[src/rtl/timestamp_pkg.sv]
// timestamp_pkg: shared sync-packet timestamp slot layout, constants and FSM states
package timestamp_pkg;
    localparam int BYTE = 8;
    localparam int PAYLOAD_OFFSET = (6 + 6 + 2 + 2 + 2) * BYTE;
    localparam int TIMESTAMP_SIZE = 96;
    localparam logic [31:0] EMPTY_TIMESTAMP = 32'hDEADBEEF;
    typedef struct packed {
        logic [31:0] nb_sync;
        logic [63:0] tick;
    } ts_slot_t;
    typedef enum logic [1:0] {TS_IDLE, TS_SCAN, TS_EMIT} ts_state_e;
    function automatic logic slot_empty(input ts_slot_t s);
        return s.tick[31:0] == EMPTY_TIMESTAMP;
    endfunction
endpackage

[src/rtl/timestamp_extract.sv]
// timestamp_extract: passive rx tap that turns sync-packet timestamp slots into per-hop latency records
// Ports: axis_aclk/axil_aresetn clock and async active-low reset; i_axis_* observed stream (never
// back-pressured); i_sync_detected first-beat sync flag; i_curr_tick local tick; o_rec_* valid/ready
// record (hop, nb_sync, remote tick, latency, last); o_busy extraction active; o_pkt_cnt/o_drop_cnt
// live only when TIMESTAMP_EXTRACT_STATS_EN is defined, otherwise tied to 0.
module timestamp_extract
    import timestamp_pkg::*;
#(
    parameter int MAX_SLOTS = 3,
    parameter int TDATA_W = 512,
    localparam int HW = MAX_SLOTS > 1 ? $clog2(MAX_SLOTS) : 1
) (
    input  logic               axis_aclk,
    input  logic               axil_aresetn,
    input  logic               i_axis_tvalid,
    input  logic               i_axis_tready,
    input  logic [TDATA_W-1:0] i_axis_tdata,
    input  logic               i_axis_tlast,
    input  logic               i_sync_detected,
    input  logic [63:0]        i_curr_tick,
    output logic               o_rec_valid,
    input  logic               i_rec_ready,
    output logic [HW-1:0]      o_rec_hop,
    output logic [31:0]        o_rec_nb_sync,
    output logic [63:0]        o_rec_tick,
    output logic [63:0]        o_rec_latency,
    output logic               o_rec_last,
    output logic               o_busy,
    output logic [15:0]        o_pkt_cnt,
    output logic [15:0]        o_drop_cnt
);
    ts_state_e state;
    ts_slot_t slot_q [MAX_SLOTS];
    logic [63:0] rx_tick_q;
    logic [HW-1:0] k;
    logic sof, hs, trig, last_c;
    logic unused_tdata;
    assign unused_tdata = ^i_axis_tdata;
    assign hs = i_axis_tvalid & i_axis_tready;
    assign trig = hs & sof & i_sync_detected;
    assign o_busy = state != TS_IDLE;
    // last means no filled slot remains above the one being emitted
    always_comb begin
        last_c = 1'b1;
        for (int i = 0; i < MAX_SLOTS; i++)
            if (i > int'(k) && !slot_empty(slot_q[i])) last_c = 1'b0;
    end
    always_ff @(posedge axis_aclk or negedge axil_aresetn) begin
        if (!axil_aresetn) begin
            state <= TS_IDLE;
            sof <= 1'b1;
            k <= '0;
            rx_tick_q <= '0;
            for (int i = 0; i < MAX_SLOTS; i++) slot_q[i] <= '0;
            o_rec_valid <= 1'b0;
            o_rec_hop <= '0;
            o_rec_nb_sync <= '0;
            o_rec_tick <= '0;
            o_rec_latency <= '0;
            o_rec_last <= 1'b0;
        end else begin
            if (hs) sof <= i_axis_tlast;
            case (state)
                TS_IDLE: if (trig) begin
                    for (int i = 0; i < MAX_SLOTS; i++)
                        slot_q[i] <= i_axis_tdata[PAYLOAD_OFFSET + TIMESTAMP_SIZE * i +: TIMESTAMP_SIZE];
                    rx_tick_q <= i_curr_tick;
                    k <= '0;
                    state <= TS_SCAN;
                end
                TS_SCAN: if (slot_empty(slot_q[k])) begin
                    if (k == HW'(MAX_SLOTS - 1)) state <= TS_IDLE;
                    else k <= k + HW'(1);
                end else begin
                    o_rec_valid <= 1'b1;
                    o_rec_hop <= k;
                    o_rec_nb_sync <= slot_q[k].nb_sync;
                    o_rec_tick <= slot_q[k].tick;
                    o_rec_latency <= rx_tick_q - slot_q[k].tick;
                    o_rec_last <= last_c;
                    state <= TS_EMIT;
                end
                TS_EMIT: if (i_rec_ready) begin
                    o_rec_valid <= 1'b0;
                    if (o_rec_last) state <= TS_IDLE;
                    else begin
                        k <= k + HW'(1);
                        state <= TS_SCAN;
                    end
                end
                default: state <= TS_IDLE;
            endcase
        end
    end
`ifdef TIMESTAMP_EXTRACT_STATS_EN
    logic [15:0] pkt_cnt, drop_cnt;
    always_ff @(posedge axis_aclk or negedge axil_aresetn) begin
        if (!axil_aresetn) begin
            pkt_cnt <= '0;
            drop_cnt <= '0;
        end else begin
            if (trig && state == TS_IDLE && pkt_cnt != 16'hFFFF) pkt_cnt <= pkt_cnt + 16'd1;
            if (trig && state != TS_IDLE && drop_cnt != 16'hFFFF) drop_cnt <= drop_cnt + 16'd1;
        end
    end
    assign o_pkt_cnt = pkt_cnt;
    assign o_drop_cnt = drop_cnt;
`else
    assign o_pkt_cnt = '0;
    assign o_drop_cnt = '0;
`endif
endmodule

[config.mk]
export PLATFORM = sky130hd
export DESIGN_NAME = timestamp_extract
export DESIGN_NICKNAME = d
export VERILOG_FILES = /design/src/rtl/timestamp_pkg.sv /design/src/rtl/timestamp_extract.sv
export SDC_FILE = /design/constraint.sdc
export NUM_CORES = 1
export LEC_CHECK = 0
export CAP_MARGIN = 10
export CORE_AREA = 3 3 368 225
export DETAILED_ROUTE_END_ITERATION = 7
export DIE_AREA = 0 0 371 228
export HOLD_SLACK_MARGIN = 0.06
export MAX_ROUTING_LAYER = met4
export PLACE_DENSITY = 0.71
export RECOVER_POWER = 25
export SYNTH_ARGS = -nofsm -noshare
export SYNTH_HDL_FRONTEND = slang
export SYNTH_SLANG_ARGS = --single-unit
[constraint.sdc]
create_clock -name axis_aclk -period 4.23 [get_ports axis_aclk]
set_input_delay 1.269 -clock axis_aclk [delete_from_list [all_inputs] [get_ports axis_aclk]]
set_output_delay 1.269 -clock axis_aclk [all_outputs]
set_load 0.01 [all_outputs]
==> results of run 1 <==
==> state kept, by name (all words and copies together), names as in the netlist <==
signal,flops
o_rec_latency,64
o_rec_valid,1
rx_tick_q,64
o_rec_tick,64
slot_q,288
o_rec_last,1
o_rec_hop,2
o_rec_nb_sync,32
state,2
k,2
sof,1
==> kinds of logic after synthesis <==
family,count (synthesis),synth area share
compound gates,496,0.114
xor+xnor,57,0.0196
simple gates,469,0.0844
fa+ha+maj,70,0.0347
buf+inv,194,0.0384
mux,454,0.196
other cells,1,0.000147
flops,521,0.513
==> per-stage QoR <==
| step | cells | hold slack [ns] | power (W) | cell area [sq um] |
|---|---|---|---|---|
| 5_1_grt | 4116 | 0.494 | 0.0397 | 36200 |
| 3_5_place_dp | 3982 | 0.467 | 0.0304 | 33500 |
| 4_1_cts | 4084 | 0.483 | 0.0360 | 35600 |
| 2_1_floorplan | 2293 | 0.479 | 0.0206 | 25500 |
| 6_report | 4117 | 0.476 | 0.0372 | 36200 |
| 3_3_place_gp | 3982 | 0.459 | 0.0299 | 33500 |
==> per-layer routing <==
| metal | vias up | track usage | share of wire |
|---|---|---|---|
| li1 | 9486 | - | - |
| met4 | 0 | 0.0404 | 0.018 |
| met1 | 10000 | 0.267 | 0.45 |
| met2 | 585 | 0.297 | 0.45 |
| met5 | - | - | 0 |
| met3 | 104 | 0.0682 | 0.086 |
==> report_power, final <==
group	switching [W]	total [W]	internal, W
clock network	0.00205	0.00492	0.00287
logic	0.0119	0.0231	0.0112
registers	0.00163	0.00913	0.00750
==> final timing paths <==
kind                                                 end  cells after the start                     startpoint  slack (ns)
min in group asynchronous        slot_q[278]$_DFFE_PN0P_                      1                   axil_aresetn        1.31
setup / recovery           o_rec_latency[62]$_DFFE_PN0P_                     16               k[1]$_DFFE_PN0P_       0.006
max in group asynchronous     o_rec_tick[41]$_DFFE_PN0P_                      2                   axil_aresetn        0.63
hold reg to reg            o_rec_latency[12]$_DFFE_PN0P_                      2  o_rec_latency[12]$_DFFE_PN0P_        0.48
hold / removal             o_rec_latency[12]$_DFFE_PN0P_                      2  o_rec_latency[12]$_DFFE_PN0P_        0.48
setup reg to reg           o_rec_latency[62]$_DFFE_PN0P_                     16               k[1]$_DFFE_PN0P_       0.006
==> area by class of cell <==
| type | count | area (sq um) |
|---|---|---|
| antenna | 11 | 27.5 |
| clock buffer | 75 | 1530 |
| timing repair buffer | 821 | 7800 |
| inverter | 26 | 100 |
| multi-input combinational | 1579 | 12100 |
| fill | 7278 | 43200 |
| sequential | 521 | 13000 |
| clock inverter | 18 | 258 |
| tap | 1066 | 1330 |
==> placed cells by master (no fill, tap or decap), drive strengths merged, types with 8 or more instances in the layout <==
| master | n |
|---|---|
| o21bai | 14 |
| clkdlybuf4s50 | 521 |
| a21o | 34 |
| and3 | 8 |
| a31oi | 11 |
| clkinv | 8 |
| nand4b | 12 |
| a211oi | 9 |
| clkbuf | 87 |
| xor2 | 31 |
| buf | 287 |
| ha | 69 |
| nand2 | 219 |
| nor2 | 130 |
| nand3 | 13 |
| a21oi | 178 |
| mux2 | 356 |
| nand4 | 23 |
| inv | 29 |
| conb | 32 |
| diode | 11 |
| xnor2 | 26 |
| nor4 | 9 |
| nor3 | 13 |
| nor2b | 8 |
| dfrtp | 520 |
| o21a | 10 |
| o21ai | 199 |
| mux2i | 98 |
==> worst max-delay path, cell delays in order, from the launching register on <==
cell       delay (ns)
dfrtp_4          0.53
mux2i_2          0.24
nor2_2           0.09
a21oi_2          0.19
inv_1            0.10
fa_2             0.38
nor2b_4          0.17
o2111ai_4        0.19
a2111oi_4        0.40
and4bb_1         0.29
o41a_1           0.44
nor3_2           0.23
buf_4            0.17
o211ai_4         0.13
a21oi_2          0.23
mux2i_1          0.21
o311ai_1         0.10
==> what timing repair did <==
item,CTS,global route
gates cloned,1,3
setup buffers,8,19
pin swaps,9,29
setup endpoints to repair,17,25
gates resized for setup,48,89
==> results by group, run 1 <==
Run status
  – Status: finished with violations
  – Failing checks: capacitance limit, slew limit

STA
  – Setup ws final: around 0.0063 ns
  – Clock Skew: 0.0286 ns
  – RSZ-0062 raised after global routing: yes
  – Setup Viol. Count Final: 0
  – Tcrit/Tclk final: 0.999
  – Max_slew headroom: -0.498
  – Final-report max-slew violation count: 81
  – Setup TNS: 0 ns
  – Tightest Pin Transition: about 2.2 ns
  – Final Hold Viols: 0
  – Min cycle time layout: 4.22 ns
  – Fmax: 237 MHz

Clock network
  – Worst skew pair latency: 0.60 ns
  – Clock Path Buffers: 3
  – CTS H-tree lvls: 2
  – TritonCTS Buffers: 51
  – CTS sink cnt: 521
  – CTS tree: done
  – Hold buffer count at cts: 0
  – Worst-path clk slew: 0.07 ns
  – Root Driver: clkbuf_16

Route
  – Routed wire length: ~85 mm
  – TritonRoute pass-1 iters: 5
  – Via density: 4.91
  – Vias after detailed routing: 20,200
  – 1st-iter DRT viols: 1,440
  – Avg WL per Cell: 20.7 microns
  – Post-route ant nets: 0
  – Drt drc: 0

Floorplanning
  – Chip height: 228 microns
  – Die width: 371 microns
  – Standard-cell rows: 80
  – I/O pin count: 780
  – Core Footprint: 79,400 sq um
  – Initial core utilization: 0.320
  – Die ar.: 84,600 sq um

Synth
  – Ys flop type: dfrtp_1
  – Proportion of synthesized chip area in sequential cells: 0.513
  – Synth top cells by count: 520 x dfrtp_1, 356 x mux2_2, 218 x nand2_1
  – Top cells by area, synth: dfrtp_1 51%, mux2_2 16%, mux2i_1 3.9%
  – Avg Cell Area, Syn: 11.2 sq um
  – Unique masters post-synth: 77
  – Cell taking the most area after synthesis: dfrtp_1
  – Post-synth top area share: 0.512
  – Most common cell in the netlist: dfrtp_1
  – Synth Register Bits: 521
  – Synth warn: 0
  – Synthesized area: 25,400 sq um
  – EDFF count, synth: 0
  – Synth Instances: 2,262
  – Async set-reset flop share out of synthesis: 1.00

Placed design
  – Port buffer count: 523
  – Final RePlAce weighted congestion: 0.902
  – Dpl ws: -0.395 ns
  – HPWL Detailed: around 65 mm

GRT
  – Vias in the first global route: between 20,000 and 25,000
  – First-pass GRT wire length: between 100 and 150 mm
  – Largest net degree at the start of global routing: 83
  – GRT Overall Usage: 0.201
  – Antenna violations before repair: 11
  – Grt ovf: 0

Final layout
  – Nets: 3,653
  – Util after Layout: 0.456
  – Share of cells above drive strength 1: 0.279
  – Area grow syn2layout: 42.3%

Hold path
  – Worst hold path type: flip-flop to flip-flop

Worst setup path
  – CP arrival: roughly 4.7 ns
  – Worst EP required: 4.70 ns
  – Setup CP Type: flip-flop to flip-flop
  – CP Launch Type: flip-flop
  – Crit. End Element: flip-flop
  – Crit path max fanout: 5

Power
  – VDD IR max: approximately 0.43 mV
  – Power Density: 1030 nW/um^2
  – Leakage power: 15.8 nW

Job
  – Max-Cap Viols: 1
No activity file was read; power rests on OpenSTA's default activity.
==> run 2: changes to the inputs <==
--- a/config.mk
+++ b/config.mk
@@ -6,12 +6,15 @@
 export NUM_CORES = 1
 export LEC_CHECK = 0
 export CAP_MARGIN = 10
-export CORE_AREA = 3 3 368 225
+export CELL_PAD_IN_SITES_DETAIL_PLACEMENT = 1
+export CELL_PAD_IN_SITES_GLOBAL_PLACEMENT = 2
+export CORE_AREA = 3 3 401 244
+export CTS_BUF_LIST = sky130_fd_sc_hd__clkbuf_8
 export DETAILED_ROUTE_END_ITERATION = 7
-export DIE_AREA = 0 0 371 228
+export DIE_AREA = 0 0 404 247
 export HOLD_SLACK_MARGIN = 0.06
 export MAX_ROUTING_LAYER = met4
-export PLACE_DENSITY = 0.71
+export PLACE_DENSITY = 0.88
 export RECOVER_POWER = 25
 export SYNTH_ARGS = -nofsm -noshare
 export SYNTH_HDL_FRONTEND = slang
==> run 2 against run 1 <==
Effect of this change: the flow still finishes with violations (capacitance limit, slew limit); combinational power is 4% higher; routed wire length is 12% higher; final area is 1.6% higher; core utilization is 6.5 points lower; die area is 18% higher; global-route usage is 0.84 points lower; clock power hardly changed; worst setup slack better by 0.021 ns; sequential power hardly changed; critical path type unchanged; largest power group unchanged.
==> results by group, run 2 (synthesis results as in run 1) <==
Floorplanning
  – I/O pin count: 780 (unchanged)
  – Die ar.: 99,800 sq um (was 84,600 sq um)
  – Core Footprint: 94,100 sq um (was 79,400 sq um)
  – Standard-cell rows: 87 (was 80)
  – Chip height: 247 microns (was 228 microns)
  – Initial core utilization: 0.270 (was 0.320)
  – Die width: 404 microns (was 371 microns)

Run status
  – Failing checks: capacitance limit, slew limit (unchanged)
  – Status: finished with violations (unchanged)

GRT
  – Antenna violations before repair: 31 (was 11)
  – Vias in the first global route: 22,200 (was 20,600)
  – Largest net degree at the start of global routing: 86 (was 83)
  – GRT Overall Usage: 0.192 (was 0.201)
  – GRT Max-Usage Layer: met2 (unchanged)
  – Grt met2 use: 0.303 (was 0.297)
  – Grt ovf: 0 (unchanged)
  – First-pass GRT wire length: 141 mm (was 126 mm)
  – Global routing usage on met1: 0.246 (was 0.267)
  – Met3 GRT Util: 0.0509 (was 0.0682)

Clock network
  – Hold buffer count at cts: 0 (unchanged)
  – Root Driver: clkbuf_8 (was clkbuf_16)
  – CTS tree: done (unchanged)
  – Worst-path clk slew: 0.06 ns (was 0.07 ns)
  – Clock Path Buffers: 3 (unchanged)
  – Worst skew pair latency: 0.76 ns (was 0.60 ns)
  – TritonCTS Buffers: 87 (was 51)
  – CTS H-tree lvls: 3 (was 2)
  – CTS sink cnt: 521 (unchanged)

Final layout
  – Share of cells above drive strength 1: 0.296 (was 0.279)
  – Post-route cell area: 36,800 sq um (was 36,200 sq um)
  – Non-Filler Instances: 4,385 (was 4,117)
  – Most flop-heavy register: slot_q (unchanged)
  – Nets: 3,699 (was 3,653)
  – Area grow syn2layout: 44.6% (was 42.3%)
  – Most frequent cells in the layout: 521 x clkdlybuf4s50_1, 518 x dfrtp_1, 356 x mux2_2, 265 x buf_4, 218 x nand2_1 (was 521 x clkdlybuf4s50_1, 518 x dfrtp_1, 356 x mux2_2, 258 x buf_4, 218 x nand2_1)
  – Max reg flops: 288 (unchanged)
  – Most common cell after layout, fill and taps aside: clkdlybuf4s50_1 (unchanged)

Worst setup path
  – CP Launch Type: flip-flop (unchanged)
  – Setup CP Type: flip-flop to flip-flop (unchanged)
  – CP arrival: 4.82 ns (was 4.69 ns)
  – Crit path max fanout: 8 (was 5)
  – Crit. End Element: flip-flop (unchanged)
  – Worst EP required: 4.85 ns (was 4.70 ns)
  – Crit-path cells: mux2i_2 > o21ai_2 > ha_2 > fa_2 > nor2b_4 > o2111ai_4 > a2111oi_4 > and4bb_1 > o41a_1 > nor3_2 > buf_4 > o211ai_4 > a21oi_4 > mux2i_1 > o311ai_1 (was mux2i_2 > nor2_2 > a21oi_2 > inv_1 > fa_2 > nor2b_4 > o2111ai_4 > a2111oi_4 > and4bb_1 > o41a_1 > nor3_2 > buf_4 > o211ai_4 > a21oi_2 > mux2i_1 > o311ai_1)
  – CP max stage delay: 0.55 ns (was 0.53 ns)
  – Slowest CP cell: dfrtp_4 (unchanged)

Placed design
  – HPWL Detailed: 73.9 mm (was 65.1 mm)
  – Port buffer count: 523 (unchanged)
  – Placed cell areas: 34,000 sq um (was 33,500 sq um)
  – Final RePlAce weighted congestion: 0.908 (was 0.902)
  – Placed Cells incl. Taps: 4,185 (was 3,982)

STA
  – Fmax: 238 MHz (was 237 MHz)
  – Tcrit/Tclk final: 0.994 (was 0.999)
  – Final Hold Viols: 0 (unchanged)
  – RSZ-0062 raised after global routing: yes (unchanged)
  – Clock Skew: 0.0308 ns (was 0.0286 ns)
  – Setup Viol. Count Final: 0 (unchanged)
  – Min cycle time layout: 4.20 ns (was 4.22 ns)
  – Max_slew headroom: -0.618 (was -0.498)
  – Final-report max-slew violation count: 84 (was 81)
  – Tightest Pin Transition: 2.43 ns (was 2.25 ns)

Route
  – Avg WL per Cell: 21.8 microns (was 20.7 microns)
  – TritonRoute pass-1 iters: 4 (was 5)
  – Via density: 4.70 (was 4.91)
  – Routed wire length: 95.5 mm (was 85.4 mm)
  – Drt drc: 0 (unchanged)
  – Vias after detailed routing: 20,600 (was 20,200)
  – Post-route ant nets: 0 (unchanged)
  – 1st-iter DRT viols: 910 (was 1,440)

Power
  – VDD IR max: 0.372 mV (was 0.435 mV)
  – Leakage power: 16.0 nW (was 15.8 nW)
  – Power Density: 1040 nW/um^2 (was 1030 nW/um^2)

Job
  – Max-Cap Viols: 1 (unchanged)

Hold path
  – Worst hold path type: flip-flop to flip-flop (unchanged)
[run 2: changes by cell type in the layout (fill, tap and decap cells not counted), moves of 5 or more]
cell / change
clkbuf_8: +94
ha_2: +5
inv_1: +21
buf_4: +7
clkbuf_1: -5
clkinv_2: +6
ha_1: -11
mux2i_2: -5
clkbuf_16: -54
ha_4: +6
a21oi_4: +7
a21oi_2: -9
diode_2: +14
[run 2: final timing paths]
path | start | end | slack (ns) | depth (start not counted)
max in group asynchronous | axil_aresetn | o_rec_latency[55]$_DFFE_PN0P_ | 0.57 | 3
min reg2reg | o_rec_tick[23]$_DFFE_PN0P_ | o_rec_tick[23]$_DFFE_PN0P_ | 0.48 | 2
min | o_rec_tick[23]$_DFFE_PN0P_ | o_rec_tick[23]$_DFFE_PN0P_ | 0.48 | 2
max reg2reg | k[1]$_DFFE_PN0P_ | o_rec_latency[62]$_DFFE_PN0P_ | 0.03 | 15
min in group asynchronous | axil_aresetn | slot_q[171]$_DFFE_PN0P_ | 1.24 | 1
max | k[1]$_DFFE_PN0P_ | o_rec_latency[62]$_DFFE_PN0P_ | 0.03 | 15
[run 2: area by class of cell]
cell class              instances  area (sq um)
clock inverters                51           413
repair buffers                832          7860
flip-flops and latches        521         13000
diodes                         25          62.6
multi-input cells            1578         12300
inverters                      26          97.6
fillers                     10400         57300
well taps                    1246          1560
clock buffers                 106          1460
[run 2: power by group]
group	leakage, nW	internal [W]	switching, W
clock network	1.04	0.00260	0.00230
registers	6.47	0.00750	0.00163
logic	8.46	0.0115	0.0126
total	16.0	0.0216	0.0165
[run 2: routing by layer]
layer,share of wire,wire length [microns]
met1,0.45,42500
met2,0.47,45200
met3,0.062,5930
met4,0.019,1770
met5,0,0
[run 2: timing repair]
action	4_1_cts	5_1_grt
buffers inserted	5	13
pin swaps	8	27
gates cloned	0	1
setup endpoints to repair	31	27
resized for setup	51	116
endpoints found under the hold margin	0	0
[run 2: metrics by stage]
stage	util	total power, W	TNS [ns]	hold slack, ns	setup slack (ns)
2_1_floorplan	-	0.0206	0	0.479	0.0732
6_report	0.391	0.0382	0	0.477	0.0273
3_5_place_dp	0.361	0.0314	-5.23	0.470	-0.413
3_3_place_gp	0.361	0.0307	-3.86	0.460	-0.388
4_1_cts	0.384	0.0371	-0.0174	0.482	-0.0166
5_1_grt	0.391	0.0410	-0.621	0.505	-0.134
[run 2: worst max-delay path, delay by kind of cell (launching register included)]
family          cells  cell delay, ns
compound gates      7            1.66
fa+ha+maj           2            0.57
buf+inv             1            0.17
flops               1            0.55
mux                 2            0.50
simple gates        3            0.61
==> variant, RTL diff (settings of run 2) <==
Register the output `o_rec_nb_sync` once more, without a reset; this adds one clock of latency there. The other outputs are not delayed to match.
--- a/src/rtl/timestamp_extract.sv
+++ b/src/rtl/timestamp_extract.sv
@@ -31,2 +31,4 @@
 );
+
+    logic [31:0] o_rec_nb_sync_s0;
     ts_state_e state;
@@ -56,3 +58,3 @@
             o_rec_hop <= '0;
-            o_rec_nb_sync <= '0;
+            o_rec_nb_sync_s0 <= '0;
             o_rec_tick <= '0;
@@ -76,3 +78,3 @@
                     o_rec_hop <= k;
-                    o_rec_nb_sync <= slot_q[k].nb_sync;
+                    o_rec_nb_sync_s0 <= slot_q[k].nb_sync;
                     o_rec_tick <= slot_q[k].tick;
@@ -111,2 +113,6 @@
 `endif
+    always_ff @(posedge axis_aclk) begin
+        o_rec_nb_sync <= o_rec_nb_sync_s0;
+    end
+
 endmodule
Check against the original RTL: not settled (the Yosys comparison gave no result); the edit may change what the design does.
==> variant against run 2 <==
Sequential cell count rose by 32; die area did not move; wire length rose by 0.50%; cell area rose by 0.43%; worst setup slack got worse by 0.065 ns; total power fell by 1.1%; count of clock-buffer cells in the layout rose by 7; area after synthesis rose by 2.6%; sequential power rose by 4.1%; the flow finishes with violations (max-capacitance violations, max-slew violations, negative setup slack); critical endpoint unchanged.
==> variant: results (changes against run 2) <==
Detailed routing
  • Vias/cell: 4.71 (+0.17%)
  • Iter 0 DRT Violations: 1030 (+13%)
  • Final wirelength: 95900 um (+0.50%)

Synth
  • Cells after synthesis: 2294 (+1.4%)
  • Fraction of the mapped netlist area in adder cells: 3.39% (-0.087 points)
  • Async set-or-reset flop fraction in the synthesized netlist: 94.2% (-5.8 points)
  • Compound-Gate Fraction of Synth Area: 11.1% (-0.29 points)
  • Synth Area in XOR/XNOR: 1.91% (-0.049 points)

Timing
  • Slew Limit Fails: 94 (+12%)
  • WHS: 0.360 ns (-0.117 ns)
  • Measured slew at the worst slew-check pin: 2.95 ns (+0.526 ns)
  • Setup violations, final: 2 (+2)
  • Post-route setup slack: -0.0379 ns (-0.0652 ns)
  • Total negative slack: -0.0389 ns (-0.0389 ns)

Clock network
  • Clk_lat worst skew: 0.79 ns (+0.03 ns)
  • Inserted Clock Buffers: 90 (+3.4%)

Placement
  • HPWL after detailed placement: 72600 um (-1.7%)
  • Area after DPL: 34400 um^2 (+1.3%)
  • Inst Count DP: 4203 (+0.43%)

Status
  • Outcome: finished, violations left
  • Failing checks: max-capacitance violations, max-slew violations, negative setup slack

Job
  • MaxCap Viol Count: 1 (unchanged)

Pwr
  • Peak VDD IR: 382 uV (+2.6%)

Final layout
  • Final nets: 3713 (+0.38%)
  • Filler Cells Inserted: 10354 (-0.55%)
  • Layout cells sized above 1: 27.8% (-1.8 points)

Worst setup path
  • Critical Path AT: 4.90 ns (+0.08 ns)
  • Crit Path Max Fanout: 6 (-2)

Global route
  • Antenna violations before repair: 33 (+6.5%)
  • Largest net degree at the start of global routing: 115 (+34%)
  • Vias in the first global route: 22184 (+0.14%)
## variant: cell count changes after synthesis, sizes merged
cell and change:
dfxtp +32
## variant: worst max-delay path, stage by stage (launching register included)
cell and delay (ns):
dfrtp_4 0.55, mux2i_2 0.21, nor2_1 0.08, a21oi_1 0.17, buf_4 0.17, inv_4 0.04
fa_2 0.38, nor2b_4 0.16, o2111ai_4 0.17, a2111oi_4 0.50, and4bb_1 0.27, o41a_1 0.39
nor3_2 0.16, buf_4 0.17, o211ai_4 0.13, a21oi_2 0.21, mux2i_1 0.21, o311ai_1 0.12
## variant: path summary, 6_finish.rpt
path	from	end	cells past startpoint
setup / recovery	k[1]	o_rec_latency[62]	17
hold reg to reg	o_rec_nb_sync_s0[7]	o_rec_nb_sync[7]	0
min in group asynchronous	axil_aresetn	o_rec_latency[16]	1
setup reg to reg	k[1]	o_rec_latency[62]	17
max in group asynchronous	axil_aresetn	o_rec_nb_sync_s0[27]	2
hold / removal	o_rec_nb_sync_s0[7]	o_rec_nb_sync[7]	0
## variant: what timing repair did
| item | in CTS | in global routing |
|---|---|---|
| gates cloned | 0 | 1 |
| pin swaps | 8 | 12 |
| endpoints found under the setup margin | 27 | 27 |
| setup buffers | 3 | 7 |
| gates resized for setup | 46 | 61 |
## variant: area by class of cell
class / count / area [um^2] / area share [%]
flip-flops and latches: 553 / 13700 / 37.1
multi-input cells: 1578 / 12000 / 32.4
repair buffers: 811 / 7630 / 20.7
well taps: 1246 / 1560 / 4.22
clock buffers: 113 / 1560 / 4.21
clock inverters: 52 / 373 / 1.01
inverters: 26 / 100 / 0.271
diodes: 21 / 52.6 / 0.142
## variant: logic make-up after synthesis
group           after synthesis
compound gates              496
xor+xnor                     57
fa+ha+maj                    70
buf+inv                     194
flops                       553
mux                         454
other cells                   1
simple gates                469
## variant: routing by layer
metal,track usage (%),part of all wire (%),vias up
met5,-,0,-
met4,4.95,2.5,0
met3,5.71,6.8,150
met2,30.5,47,496
met1,24.1,44,10413
li1,-,-,9664
## variant: report_power, final
part           switching [mW]  internal [mW]
clock                    2.43           2.63
combinational            12.2           11.0
sequential               1.58           7.92
## variant: per-stage QoR
stage | power, mW | setup WS, ns
final | 37.7 | -0.0379
after global routing | 40.6 | -0.163
after CTS | 37.3 | -0.00275
after detailed placement | 31.5 | -0.466
after global placement | 30.8 | -0.345
after floorplan | 21.0 | 0.0484
